File: src/rtl/fetch_control_unit.sv
// Fetch-stage controller: owns the program counter and drives the IR1
// load/flush strobes. Handles hazard stalls, taken-branch redirects with a
// configurable squash window, and a STOP halt released by resume or branch.
module fetch_control_unit #(
    parameter int                      PC_WIDTH     = 8,
    parameter int                      OPCODE_WIDTH = 4,
    parameter logic [OPCODE_WIDTH-1:0] STOP_OPCODE  = 1,
    parameter logic [PC_WIDTH-1:0]     RESET_PC     = 0,
    parameter int                      FLUSH_CYCLES = 1
) (
    input  logic                    i_clock,
    input  logic                    i_reset,
    input  logic                    i_stall,
    input  logic                    i_branch,
    input  logic [PC_WIDTH-1:0]     i_branch_target,
    input  logic [OPCODE_WIDTH-1:0] i_instr_opcode,
    input  logic                    i_resume,
    output logic [PC_WIDTH-1:0]     o_pc,
    output logic                    o_pc_write,
    output logic                    o_pc_sel,
    output logic                    o_ir1_load,
    output logic                    o_ir1_flush,
    output logic                    o_halted
);

    // Squash counter only needs to hold FLUSH_CYCLES-1, but keep at least one bit.
    localparam int CNT_W = (FLUSH_CYCLES > 1) ? $clog2(FLUSH_CYCLES + 1) : 1;
    localparam logic [CNT_W-1:0] CNT_LOAD = CNT_W'(FLUSH_CYCLES - 1);

    typedef enum logic [1:0] {
        ST_RUN   = 2'd0,
        ST_FLUSH = 2'd1,
        ST_HALT  = 2'd2
    } state_t;

    state_t              r_state;
    state_t              w_state_next;
    logic [PC_WIDTH-1:0] r_pc;
    logic [PC_WIDTH-1:0] w_pc_next;
    logic [PC_WIDTH-1:0] w_pc_inc;
    logic [CNT_W-1:0]    r_flush_cnt;
    logic [CNT_W-1:0]    w_flush_cnt_next;
    logic                r_halted;

    // Sequential PC advance wraps naturally at 2^PC_WIDTH.
    assign w_pc_inc = r_pc + PC_WIDTH'(1);

    // Next-state, next-PC and strobe decode; branch outranks resume, stall and STOP.
    always_comb begin
        w_state_next     = r_state;
        w_pc_next        = r_pc;
        w_flush_cnt_next = r_flush_cnt;
        o_pc_write       = 1'b0;
        o_pc_sel         = 1'b0;
        o_ir1_load       = 1'b0;
        o_ir1_flush      = 1'b0;
        if (i_reset) begin
            // Strobes stay low while reset is held; registers are cleared asynchronously.
        end else if (i_branch) begin
            // Older taken branch wins everywhere, including out of HALT (STOP was wrong-path).
            o_pc_write  = 1'b1;
            o_pc_sel    = 1'b1;
            o_ir1_load  = 1'b1;
            o_ir1_flush = 1'b1;
            w_pc_next   = i_branch_target;
            if (FLUSH_CYCLES > 1) begin
                w_state_next     = ST_FLUSH;
                w_flush_cnt_next = CNT_LOAD;
            end else begin
                w_state_next     = ST_RUN;
                w_flush_cnt_next = '0;
            end
        end else begin
            case (r_state)
                ST_RUN: begin
                    if (i_stall) begin
                        // Hold everything while the hazard unit stalls.
                    end else if (i_instr_opcode == STOP_OPCODE) begin
                        // Park on the STOP address; resume steps past it.
                        w_state_next = ST_HALT;
                    end else begin
                        o_pc_write = 1'b1;
                        o_ir1_load = 1'b1;
                        w_pc_next  = w_pc_inc;
                    end
                end
                ST_FLUSH: begin
                    if (!i_stall) begin
                        // Wrong-path words are squashed, so STOP is not decoded here.
                        o_pc_write       = 1'b1;
                        o_ir1_load       = 1'b1;
                        o_ir1_flush      = 1'b1;
                        w_pc_next        = w_pc_inc;
                        w_flush_cnt_next = r_flush_cnt - CNT_W'(1);
                        if (r_flush_cnt <= CNT_W'(1)) begin
                            w_state_next = ST_RUN;
                        end
                    end
                end
                ST_HALT: begin
                    if (i_resume) begin
                        // Step past the STOP word without loading IR1.
                        o_pc_write   = 1'b1;
                        w_pc_next    = w_pc_inc;
                        w_state_next = ST_RUN;
                    end
                end
                default: begin
                    w_state_next = ST_RUN;
                end
            endcase
        end
    end

    // State, PC, squash counter and halted flag registers with asynchronous reset.
    always_ff @(posedge i_clock or posedge i_reset) begin
        if (i_reset) begin
            r_state     <= ST_RUN;
            r_pc        <= RESET_PC;
            r_flush_cnt <= '0;
            r_halted    <= 1'b0;
        end else begin
            r_state     <= w_state_next;
            r_pc        <= w_pc_next;
            r_flush_cnt <= w_flush_cnt_next;
            r_halted    <= (w_state_next == ST_HALT);
        end
    end

    assign o_pc     = r_pc;
    assign o_halted = r_halted;

endmodule

File: config.mk
export PLATFORM = sky130hd
export DESIGN_NAME = fetch_control_unit
export DESIGN_NICKNAME = d
export VERILOG_FILES = /design/src/rtl/fetch_control_unit.sv
export SDC_FILE = /design/constraint.sdc
export NUM_CORES = 1
export LEC_CHECK = 0
export BUFFER_PORTS_ARGS = -buffer_cell sky130_fd_sc_hd__buf_2
export CAP_MARGIN = 15
export CORE_MARGIN = 10
export CORE_UTILIZATION = 50
export CTS_CLUSTER_DIAMETER = 120
export DETAILED_ROUTE_END_ITERATION = 10
export PLACE_DENSITY = 0.9
export SYNTH_ARGS = -nofsm -noshare
export SYNTH_HDL_FRONTEND = slang
export SYNTH_SLANG_ARGS = --single-unit
File: constraint.sdc
create_clock -name i_clock -period 2.6 [get_ports i_clock]
set_input_delay 0.26 -clock i_clock [delete_from_list [all_inputs] [get_ports i_clock]]
set_output_delay 0.26 -clock i_clock [all_outputs]
set_load 0.02 [all_outputs]
-- After elaboration in Yosys (flattened, before gate mapping)
Index checks and enable logic that the tools add are counted.
- $add $sub $neg: 2
- multipliers: 0
- divide/modulo/power cells: 0
- order comparisons: 1
- eq/ne operators: 9
- shift operators: 0
- muxes and demuxes: 32
- bitwise logic cells: 1
- reductions and logical operators: 5
- operators with widths (operator ; count):
    8-bit 2-to-1 mux ; 5
    8-bit case mux with 3 select lines ; 1
    1-bit 2-to-1 mux ; 16
    2-bit 2-to-1 mux ; 7
    3-bit != test, second input constant ; 4
    8-bit by 1-bit adder with 8-bit output, second input constant ; 1
    2-bit case mux with 3 select lines ; 1
    6-bit AND reduction ; 1
    2-bit == test, second input constant ; 2
    4-bit by 1-bit == test with 1-bit output, second input constant ; 1
    4-bit nonzero test ; 1
    1-bit case mux with 3 select lines ; 1
    3-bit AND reduction ; 1
    2-bit by 1-bit == test with 1-bit output, second input constant ; 1
    2-bit logical NOT ; 1
    2-bit by 1-bit != test with 1-bit output, second input constant ; 1
    1-bit case mux with 2 select lines ; 1
    2-bit nonzero test ; 1
    1-bit <= comparator, second input constant ; 1
    1-bit inverter ; 1
    1-bit subtractor, second input constant ; 1
- flip-flop bits (word level): 12
- latch bits: 0
- bits in writable memories: 0
- ROM bits: 0
- bits of input ports: 17
- output and inout port bits: 13
- word-level logic and storage cells: 54
- memories kept: 0

-- Depth between registers and ports, before layout
Gate-level depths: netlist of run 1.
- depth in word-level cells: 7
- gate-level depth with buffers: 6

-- Worst setup path after synthesis of run 1
No wires, ideal clock.
- path kind: register -> register
- from: register r_state[1]
- to: register r_pc[1] (netlist: o_pc[1])
- library setup time: 125 ps
- arrival time: 1614 ps
- setup slack: 861 ps
- cell stages (with the launch flop): 5
- buffers on the path: 0
- period minus slack after synthesis: 1739 ps
- cells stage by stage: dfrtp_1 nor2_1 o32ai_4 a21oi_2 mux2_4
- cells in the longest elaborated chain, start to end: 3
- elaborated cells on any way between the ends: 11
- classes of those cells: eq/ne (6); mux (2); reduce/logical (3)
- RTL lines (element ; RTL line ; RTL):
    start: declaration ; 36 ; state_t r_state;
    start signal: assignment ; 123 ; r_state <= w_state_next;
    2-bit == test (tied with other cells) ; 74 ; case (r_state)
    3-bit != test (no source line) (tied with other cells) ; n/a ;
    6-bit AND reduction (no source line) or 8-bit 2-to-1 mux (tied branches) ; n/a ;
    end signal: assignment ; 124 ; r_pc <= w_pc_next;
    end: declaration ; 38 ; logic [PC_WIDTH-1:0] r_pc;
Parallel ways exist; a longest one is shown, timed or not.
A chain may end at the register's enable or synchronous reset.

-- Final worst setup path of run 1
- from: register r_state[1]
- to: output o_pc_write
- cells in the longest elaborated chain, start to end: 4
- elaborated cells on any way between the ends: 6
- classes of those cells: eq/ne (2); mux (3); reduce/logical (1)
- RTL lines (element ; RTL line ; RTL):
    2-bit == test (tied with other cells) ; 74 ;
    1-bit case mux with 3 select lines (*) ; 74 ;
    1-bit 2-to-1 mux (*) ; 59 ; end else if (i_branch) begin
    1-bit 2-to-1 mux (*) ; 57 ; if (i_reset) begin
    end: declaration ; 19 ; output logic o_pc_write,
Mark *: on every way between the ends. The rest lies on a longest branch, timed or not.

==> reports/results.ini, run 1 <==
[power]
p_leak_uw=0.000445
clockPowerShare_pct=19.9
pwr-share-seq_pct=42.7
p_int_uw=356
pwr-share-comb_pct=37.4
swShare_pct=38.8
irDropWorstVdd_mv=0.483
p_per_area_nw_per_um2=627
switchingPower_uw=225

[clock_tree]
worstSkewPairLatency_ns=0.27
clock_path_buffers=2
clock_sinks=11
cts_resized=0
cts_made_buffers=3
cts_hold_buf=0
cts_root_buffer=clkbuf_4
clk_pin_slew_worst_paths_ns=0.07
htreeDepth=1
cts_tree=yes
post-cts-setup-buffers=0

[synth]
synthTopCellsByCount=dfrtp_1 (11), nor2_1 (9), nand3_1 (6)
yosys.area.top_type_share_pct=37.4
synthDistinctLibCells=30
yosys_warnings=0
yosys.area.top_type=dfrtp_1
synth.avg_cell_area_sq_um=9.57
yosysMostFrequentCell=dfrtp_1
synth_edf_count=0
synthesis.nets=95
async_flop_share_pct=100
syn_area_sq_um=737
synth.area.top_cells=dfrtp_1 (37%), nor2_1 (4.6%), nand3_1 (4.1%), mux2_4 (4.1%), o32ai_4 (3.7%)
ys_ff_latch=11
netlist_instances=77
synthFlopType=dfrtp_1
ys_seq_area_share_pct=37.4

[place]
place_inst=120
gp_congestion=0.916
placed_area_sq_um=901
pre_cts_ws_ns=0.763
dp_hpwl_um=1540
port_buffers=29

[floorplanning]
pin_count=30
die_w_um=58.4
initial_utilization_pct=54.6
dieArea_sq_um=3410
rows=13
die_h_um=58.4
core_sq_um=1350

[sta]
finalMaxSlewViolations=0
setup_tns_ns=0
period_minus_slack_ns=2.13
setup_ws_ns=0.471
tightestPinTransition_ns=0.398
setup_viol=0
period_share_pct=81.9
hold_viol=0
rsz0062_at_grt=false
fin_skew_ns=0.00180
max_slew_margin_pct=73.4
hold-worst-slack_ns=0.0834
max_clock_freq_mhz=470

[grt]
grt_pass1_vias=715
antenna_found_initial=0
track_usage_pct=11.8
grt.overflow.total=0
grt_max_degree=16
grt_pass1_wl_um=3200

[detailed_routing]
vias=743
wl_um=2020
route.antenna.remaining_nets=0
wl_per_cell_um=16.3
dr.pass1.iters=4
drtIter0Drc=28
route.detailed.drc=0
viasPerCell=5.99

[setup_path]
cp.arrival_ns=1.87
rr_startpoint=r_state[1]$_DFF_PP0_
cp-end-kind=output pin
crit_buf_inv=1
r2r-end=o_pc[0]$_DFFE_PP0P_
cp_slowest_stage_delay_ns=0.48
critPathSlowestCell=dfrtp_1
path_cells=nor2_1 -> o32ai_4 -> a21oi_2 -> buf_2
crit_end=o_pc_write
worstSetupPathType=flop to output pin
path_max_fanout=8
path_depth=4
required_ns=2.34
path_delay_family=compound AO/OA/AOI/OAI gates
cp-start-kind=flop
reg2regPathDepth=4
worstSetupStartpoint=r_state[1]$_DFF_PP0_
reg2reg_slack_ns=0.78

[final_layout]
final_cells=124
syn2layout_area_growth_pct=25.8
final_nets=128
diodes=0
drive_gt1_share_pct=39.4
fillerInstances=110
design_area_sq_um=927

[run]
max-cap-violations=0

[worst_hold_path]
worstHoldPathType=input pin to asynchronous set/reset pin

[outcome]
status=finished clean

-- kinds of logic after synthesis --
group,count (synthesis),synth area share (%)
mux,4,6.96
buf+inv,5,2.55
fa+ha+maj,1,1.70
simple gates,34,26.8
compound gates,22,24.6
flops,11,37.4
-- power groups by stage --
| stage | registers [uW] | clock network [uW] | logic, uW |
|---|---|---|---|
| 6_report | 248 | 116 | 217 |
| 5_1_grt | 255 | 131 | 238 |
| 4_1_cts | 247 | 121 | 219 |
| 3_5_place_dp | 250 | 0 | 218 |
| 3_3_place_gp | 247 | 0 | 214 |
| 2_1_floorplan | 277 | 0 | 113 |
-- placed cells by master (no fill, tap or decap), types with 2 or more instances in the layout --
cell type	n
inv_1	2
mux2_4	2
nor3_2	2
a21oi_1	4
a22oi_1	3
nor2_1	9
and3_1	4
o22ai_1	4
nand3_1	6
nand2_1	3
o21ai_0	4
buf_2	29
nor2b_1	2
dfrtp_1	11
nand4_1	3
a211oi_1	2
clkbuf_4	3
-- worst min-delay path by stage --
stage | from | endpoint | slack, ns | depth (start not counted)
2_1_floorplan | i_reset | o_halted$_DFF_PP0_ | 0.36 | 2
3_5_place_dp | i_reset | r_state[1]$_DFF_PP0_ | 0.37 | 3
5_1_grt | i_reset | o_pc[4]$_DFFE_PP0P_ | 0.10 | 3
3_3_place_gp | i_reset | o_pc[5]$_DFFE_PP0P_ | 0.37 | 3
6_report | i_reset | r_state[1]$_DFF_PP0_ | 0.08 | 3
4_1_cts | i_reset | r_state[1]$_DFF_PP0_ | 0.08 | 3
-- flip-flops by register name (all words and copies together) (netlist names) --
signal,count
o_halted,1
r_state,2
o_pc,8
-- worst reg2reg max path, cell delays in order, from the launching register on --
cell and delay (ns):
dfrtp_1 0.48, nor2_1 0.38, o32ai_4 0.17, a21oi_2 0.34, mux2_4 0.34
-- routing by layer --
layer  part of all wire (%)  GRT usage [%]
met1                     40           12.7
met5                      0              0
met3                     11           6.87
met2                     47           18.8
met4                   0.89           4.03
-- cell type report --
cell class                      count  area (sq um)  area share, %
Clock buffer                        4          26.3           2.83
Sequential cell                    11           275           29.7
Inverter                            3          11.3           1.21
Multi-Input combinational cell     61           443           47.8
Timing Repair Buffer               30           153           16.5
Tap cell                           15          18.8           2.02
-- through the flow --
| step | utilization [%] | power [uW] |
|---|---|---|
| after detailed placement | 66.7 | 468 |
| after global placement | 66.7 | 461 |
| after global routing | 68.7 | 623 |
| after CTS | 68.7 | 587 |
| after floorplan | - | 390 |
| final | 68.7 | 581 |
Power figures use the tool's default switching activity.
==> run 2: changes to the inputs <==
CORE_UTILIZATION = 42   (was 50)
PLACE_DENSITY = 0.82   (was 0.9)
clock period = 1.8 ns   (was 2.6 ns; I/O delays follow)
==> run 2 against run 1 <==
  * Register-to-register slack got worse by 0.51 ns
  * Critical path depth unchanged
  * Via count increased by 5.8%
  * Non-clock buffer count grew 5
  * Final area increased by 5.8%
  * Core utilization down 11 points
  * Clock power is 51% higher
  * Wire length increased by 9.8%
  * Total power up 48%
  * Cell count up 5.6%
==> reports/results.ini, run 2 (same netlist as run 1, synthesis figures left out) <==
[outcome]
status=finished clean  ; unchanged

[final_layout]
final_cells=131  ; was 124
final_common_cell=buf_2  ; unchanged
drive_gt1_share_pct=43.9  ; was 39.4%
final_nets=133  ; was 128
diodes=0  ; unchanged
largest_reg_flops=8  ; unchanged
layout_common_cells=buf_2 (29), dfrtp_1 (11), nor2_1 (8), nand3_1 (6), buf_4 (5)  ; was buf_2 (29), dfrtp_1 (11), nor2_1 (9), nand3_1 (6)
syn2layout_area_growth_pct=33.1  ; was 25.8%

[setup_path]
reg2regPathDepth=4  ; unchanged
cp.arrival_ns=1.58  ; was 1.87 ns
cp-start-kind=flop  ; unchanged
cp-end-kind=output pin  ; unchanged
required_ns=1.62  ; was 2.34 ns
worstSetupPathType=flop to output pin  ; unchanged
path_max_fanout=5  ; was 8

[place]
gp_congestion=0.908  ; was 0.916
place_inst=126  ; was 120
dp_hpwl_um=1710  ; was 1540 um
port_buffers=29  ; unchanged

[clock_tree]
clock_path_buffers=2  ; unchanged
cts_root_buffer=clkbuf_4  ; unchanged
post-cts-setup-buffers=0  ; unchanged
htreeDepth=1  ; unchanged
worstSkewPairLatency_ns=0.27  ; about the same
cts_tree=yes  ; unchanged
clock_sinks=11  ; unchanged
cts_made_buffers=3  ; unchanged
clk_pin_slew_worst_paths_ns=0.08  ; was 0.07 ns

[sta]
fin_skew_ns=0.00396  ; was 0.00180 ns
period_share_pct=97.5
setup_viol=0  ; unchanged
tightestPinTransition_ns=0.318  ; was 0.398 ns
period_minus_slack_ns=1.76
hold_viol=0  ; unchanged
max_slew_margin_pct=78.8  ; was 73.4%
max_clock_freq_mhz=570
finalMaxSlewViolations=0  ; unchanged

[detailed_routing]
route.antenna.remaining_nets=0  ; unchanged
wl_per_cell_um=16.9  ; was 16.3 um
vias=786  ; was 743
viasPerCell=6.00  ; was 5.99
drtIter0Drc=30  ; was 28
route.detailed.drc=0  ; unchanged
dr.pass1.iters=4  ; unchanged
wl_um=2220  ; was 2020 um

[floorplanning]
initial_utilization_pct=43.6  ; was 54.6%
rows=15  ; was 13
die_w_um=61.9  ; was 58.4 um
pin_count=30  ; unchanged
core_sq_um=1690  ; was 1350 sq um
dieArea_sq_um=3830  ; was 3410 sq um
die_h_um=61.9  ; was 58.4 um

[power]
irDropWorstVdd_mv=0.546  ; was 0.483 mV
pwr-share-seq_pct=41.7  ; was 42.7%
swShare_pct=39.6  ; was 38.8%
p_int_uw=521  ; was 356 uW
finalPower_uw=862  ; was 581 uW
switchingPower_uw=342  ; was 225 uW
pwr-share-comb_pct=38.0  ; was 37.4%
clockPowerShare_pct=20.3  ; was 19.9%
p_per_area_nw_per_um2=879  ; was 627 nW/um^2
p_leak_uw=0.000470  ; was 0.000445 uW

[grt]
grt_pass1_wl_um=3520  ; was 3200 um
grt_pass1_vias=778  ; was 715
grt.overflow.total=0  ; unchanged
grt_max_degree=12  ; was 16
track_usage_pct=12.0  ; was 11.8%
antenna_found_initial=0  ; unchanged

[worst_hold_path]
worstHoldPathType=input pin to flop  ; was input pin to asynchronous set/reset pin
holdPathStages=3

[run]
max-cap-violations=0  ; unchanged

-- run 2: cell count changes in the layout (fill, tap and decap cells not counted), sizes merged --
| cell | delta |
|---|---|
| buf | +4 |
| dlygate4sd3 | +1 |
-- run 2: area by class of cell --
| class | count | area, sq um |
|---|---|---|
| multi-input cells | 61 | 454 |
| clock buffers | 4 | 26.3 |
| well taps | 17 | 21.3 |
| inverters | 3 | 11.3 |
| repair buffers | 35 | 193 |
| fillers | 146 | 708 |
| flip-flops and latches | 11 | 275 |
-- run 2: per-layer routing --
metal,routed length (um),vias to the layer above,global-route usage [%]
met1,877,371,13.6
met2,1110,41,20.9
li1,-,368,-
met4,48,0,6.05
met3,185,6,2.24
met5,0,-,0
-- run 2: critical path, stage by stage (launching register included) --
cell     delay [ns]
dfrtp_1        0.47
and3b_2        0.27
o32ai_4        0.12
a21oi_4        0.24
buf_2          0.21
-- run 2: power groups by stage --
stage | Sequential, uW | Combinational [uW] | Clock (uW)
global placement | 356 | 317 | 0
floorplan | 401 | 163 | 0
global route | 367 | 356 | 190
finish | 360 | 328 | 175
detailed placement | 361 | 322 | 0
CTS | 355 | 327 | 176
-- run 2: worst paths after layout --
path                                            from             endpoint  slack, ns
worst max register to register  r_state[1]$_DFF_PP0_  o_pc[0]$_DFFE_PP0P_       0.27
max in group asynchronous                    i_reset  o_pc[0]$_DFFE_PP0P_       1.02
worst min-delay path              i_branch_target[3]  o_pc[3]$_DFFE_PP0P_       0.16
worst min register to register  r_state[0]$_DFF_PP0_   o_halted$_DFF_PP0_       0.60
worst max-delay path            r_state[1]$_DFF_PP0_           o_pc_write       0.04
min in group asynchronous                    i_reset  o_pc[7]$_DFFE_PP0P_       0.44
-- run 2: metrics by stage --
stage | hold WS, ns | utilization [%] | setup TNS, ns | cell area, sq um | worst slack [ns]
floorplan | 0.279 | - | 0 | 737 | 0.0610
global placement | 0.178 | 55.3 | 0 | 933 | 0.115
detailed placement | 0.183 | 55.3 | 0 | 933 | 0.0663
CTS | 0.156 | 57.9 | 0 | 977 | 0.0418
global route | 0.171 | 58.1 | -0.0140 | 981 | -0.0140
finish | 0.159 | 58.1 | 0 | 981 | 0.0444
-- run 2: timing repair --
item | CTS | global route
hold buffers | 1 | 0
endpoints found under the setup margin | 1 | 3
cloned | 0 | 0
pin swaps | 0 | 0
hold endpoints to repair | 3 | 0
resized for setup | 1 | 3
==> run 3: changes to the inputs <==
BUFFER_PORTS_ARGS = -buffer_cell sky130_fd_sc_hd__clkbuf_2   (was -buffer_cell sky130_fd_sc_hd__buf_2)
CAP_MARGIN = 0   (was 15)
==> run 3 against run 2 <==
  * Combinational power barely moved
  * Total power shrank 0.46%
  * Core utilization unchanged
  * Sequential power hardly changed
  * Largest power group unchanged
  * Cell count is the same
  * Clock skew is essentially flat
  * Non-clock buffer count stayed put
  * Worst hold slack worse by 0.018 ns
  * Register-to-register slack gained 0.02 ns
  * Die area unchanged
  * Clock power fell by 3%
==> reports/results.ini, run 3 (same netlist as run 1, synthesis figures left out) <==
[outcome]
status=finished clean  ; unchanged

[final_layout]
syn2layout_area_growth_pct=33.1  ; unchanged
final_common_cell=clkbuf_2  ; was buf_2
diodes=0  ; unchanged
fillerInstances=152  ; was 146
final_nets=133  ; unchanged
layout_common_cells=clkbuf_2 (29), dfrtp_1 (10), nor2_1 (8), nand3_1 (6), buf_4 (5)  ; was buf_2 (29), dfrtp_1 (11), nor2_1 (8), nand3_1 (6), buf_4 (5)
utilization_pct=58.1  ; unchanged
final_cells=131  ; unchanged
largest_reg_flops=8  ; unchanged
drive_gt1_share_pct=43.0  ; was 43.9%

[grt]
grt_pass1_vias=734  ; was 778
grt.overflow.total=0  ; unchanged
grt_max_degree=12  ; unchanged
track_usage_pct=12.1  ; was 12.0%
antenna_found_initial=0  ; unchanged
grt_pass1_wl_um=3490  ; was 3520 um

[sta]
fin_skew_ns=0.00381  ; was 0.00396 ns
hold-worst-slack_ns=0.141  ; was 0.159 ns
tightestPinTransition_ns=0.313  ; was 0.318 ns
hold_viol=0  ; unchanged
period_minus_slack_ns=1.75  ; was 1.76 ns
period_share_pct=97.0  ; was 97.5%
max_clock_freq_mhz=573  ; was 570 MHz
max_slew_margin_pct=79.1  ; was 78.8%
setup_viol=0  ; unchanged
setup_tns_ns=0  ; unchanged
finalMaxSlewViolations=0  ; unchanged

[detailed_routing]
wl_per_cell_um=16.9  ; about the same
dr.pass1.iters=5  ; was 4
viasPerCell=6.02  ; was 6.00
drtIter0Drc=37  ; was 30
route.antenna.remaining_nets=0  ; unchanged
route.detailed.drc=0  ; unchanged
wl_um=2220  ; about the same
vias=788  ; was 786

[floorplanning]
dieArea_sq_um=3830  ; unchanged
pin_count=30  ; unchanged
initial_utilization_pct=43.6  ; unchanged
die_w_um=61.9  ; unchanged
core_sq_um=1690  ; unchanged
die_h_um=61.9  ; unchanged
rows=15  ; unchanged

[clock_tree]
htreeDepth=1  ; unchanged
clk_pin_slew_worst_paths_ns=0.07  ; was 0.08 ns
cts_made_buffers=3  ; unchanged
clock_path_buffers=2  ; unchanged
clock_sinks=11  ; unchanged
cts_root_buffer=clkbuf_4  ; unchanged
worstSkewPairLatency_ns=0.27  ; about the same
cts_tree=yes  ; unchanged

[setup_path]
cp-end-kind=output pin  ; unchanged
cp-start-kind=flop  ; unchanged
path_max_fanout=5  ; unchanged
reg2reg_slack_ns=0.29  ; was 0.27 ns
worstSetupPathType=flop to output pin  ; unchanged
cp.arrival_ns=1.57  ; was 1.58 ns
required_ns=1.62  ; about the same

[run]
max-cap-violations=0  ; unchanged

[worst_hold_path]
worstHoldPathType=input pin to asynchronous set/reset pin  ; was input pin to flop

[power]
finalPower_uw=858  ; was 862 uW
irDropWorstVdd_mv=0.532  ; was 0.546 mV
p_per_area_nw_per_um2=875  ; was 879 nW/um^2
p_leak_uw=0.000474  ; was 0.000470 uW

[place]
gp_congestion=0.916  ; was 0.908
place_inst=126  ; unchanged
port_buffers=29  ; unchanged
dp_hpwl_um=1720  ; was 1710 um

run 3: cell count changes in the layout (fill, tap and decap cells not counted):
cell and delta:
dfrtp_2 +1, buf_2 -29, clkbuf_2 +29, and3b_2 -1
dfrtp_1 -1, inv_2 -1, and3b_1 +1, inv_1 +1
run 3: critical path: stages (launching register included):
cell	delay [ns]
dfrtp_2	0.43
and3b_1	0.27
o32ai_4	0.14
a21oi_4	0.24
clkbuf_2	0.22
run 3: layout make-up:
class                           count  area (sq um)  share of cell area, %
Clock buffer                        4          26.3                   2.68
Tap cell                           17          21.3                   2.17
Sequential cell                    11           277                   28.2
Multi-Input combinational cell     61           453                   46.2
Inverter                            3          11.3                   1.15
Timing Repair Buffer               35           193                   19.6
run 3: worst paths after layout:
| kind | startpoint | to | cells after the start |
|---|---|---|---|
| setup / recovery | r_state[1]$_DFF_PP0_ | o_pc_write | 4 |
| hold / removal | i_reset | r_state[0]$_DFF_PP0_ | 3 |
| setup reg to reg | r_state[1]$_DFF_PP0_ | o_pc[1]$_DFFE_PP0P_ | 4 |
| hold reg to reg | r_state[0]$_DFF_PP0_ | o_halted$_DFF_PP0_ | 2 |
| max in group asynchronous | i_reset | r_state[1]$_DFF_PP0_ | 3 |
| min in group i_clock | i_branch_target[3] | o_pc[3]$_DFFE_PP0P_ | 3 |
run 3: per-stage QoR:
step / setup slack (ns) / area, sq um
6_report: 0.0544 / 981
5_1_grt: -0.00247 / 981
4_1_cts: 0.0310 / 977
3_5_place_dp: 0.0908 / 933
3_3_place_gp: 0.131 / 933
2_1_floorplan: 0.0610 / 737
run 3: what timing repair did:
| action | in CTS | in global routing |
|---|---|---|
| hold buffers | 1 | 0 |
| buffers inserted | 0 | 0 |
| gates resized for setup | 1 | 2 |
| endpoints found under the setup margin | 1 | 2 |
| endpoints found under the hold margin | 4 | 0 |
run 3: power breakdown:
| group | leakage, uW | internal [uW] | total, uW | switching, uW |
|---|---|---|---|---|
| clock network | 0.0000150 | 85.7 | 170 | 84.2 |
| registers | 0.000131 | 291 | 361 | 70.4 |
| logic | 0.000327 | 144 | 328 | 184 |
| total | 0.000474 | 520 | 858 | 338 |
run 3: per-layer routing:
layer	routed length (um)	global-route usage (%)	up-vias	share of wire [%]
met4	95	6.69	0	4.3
li1	-	-	373	-
met2	1060	20.9	41	48
met3	176	2.24	8	7.9
met5	0	0	-	0
met1	883	13.7	366	40
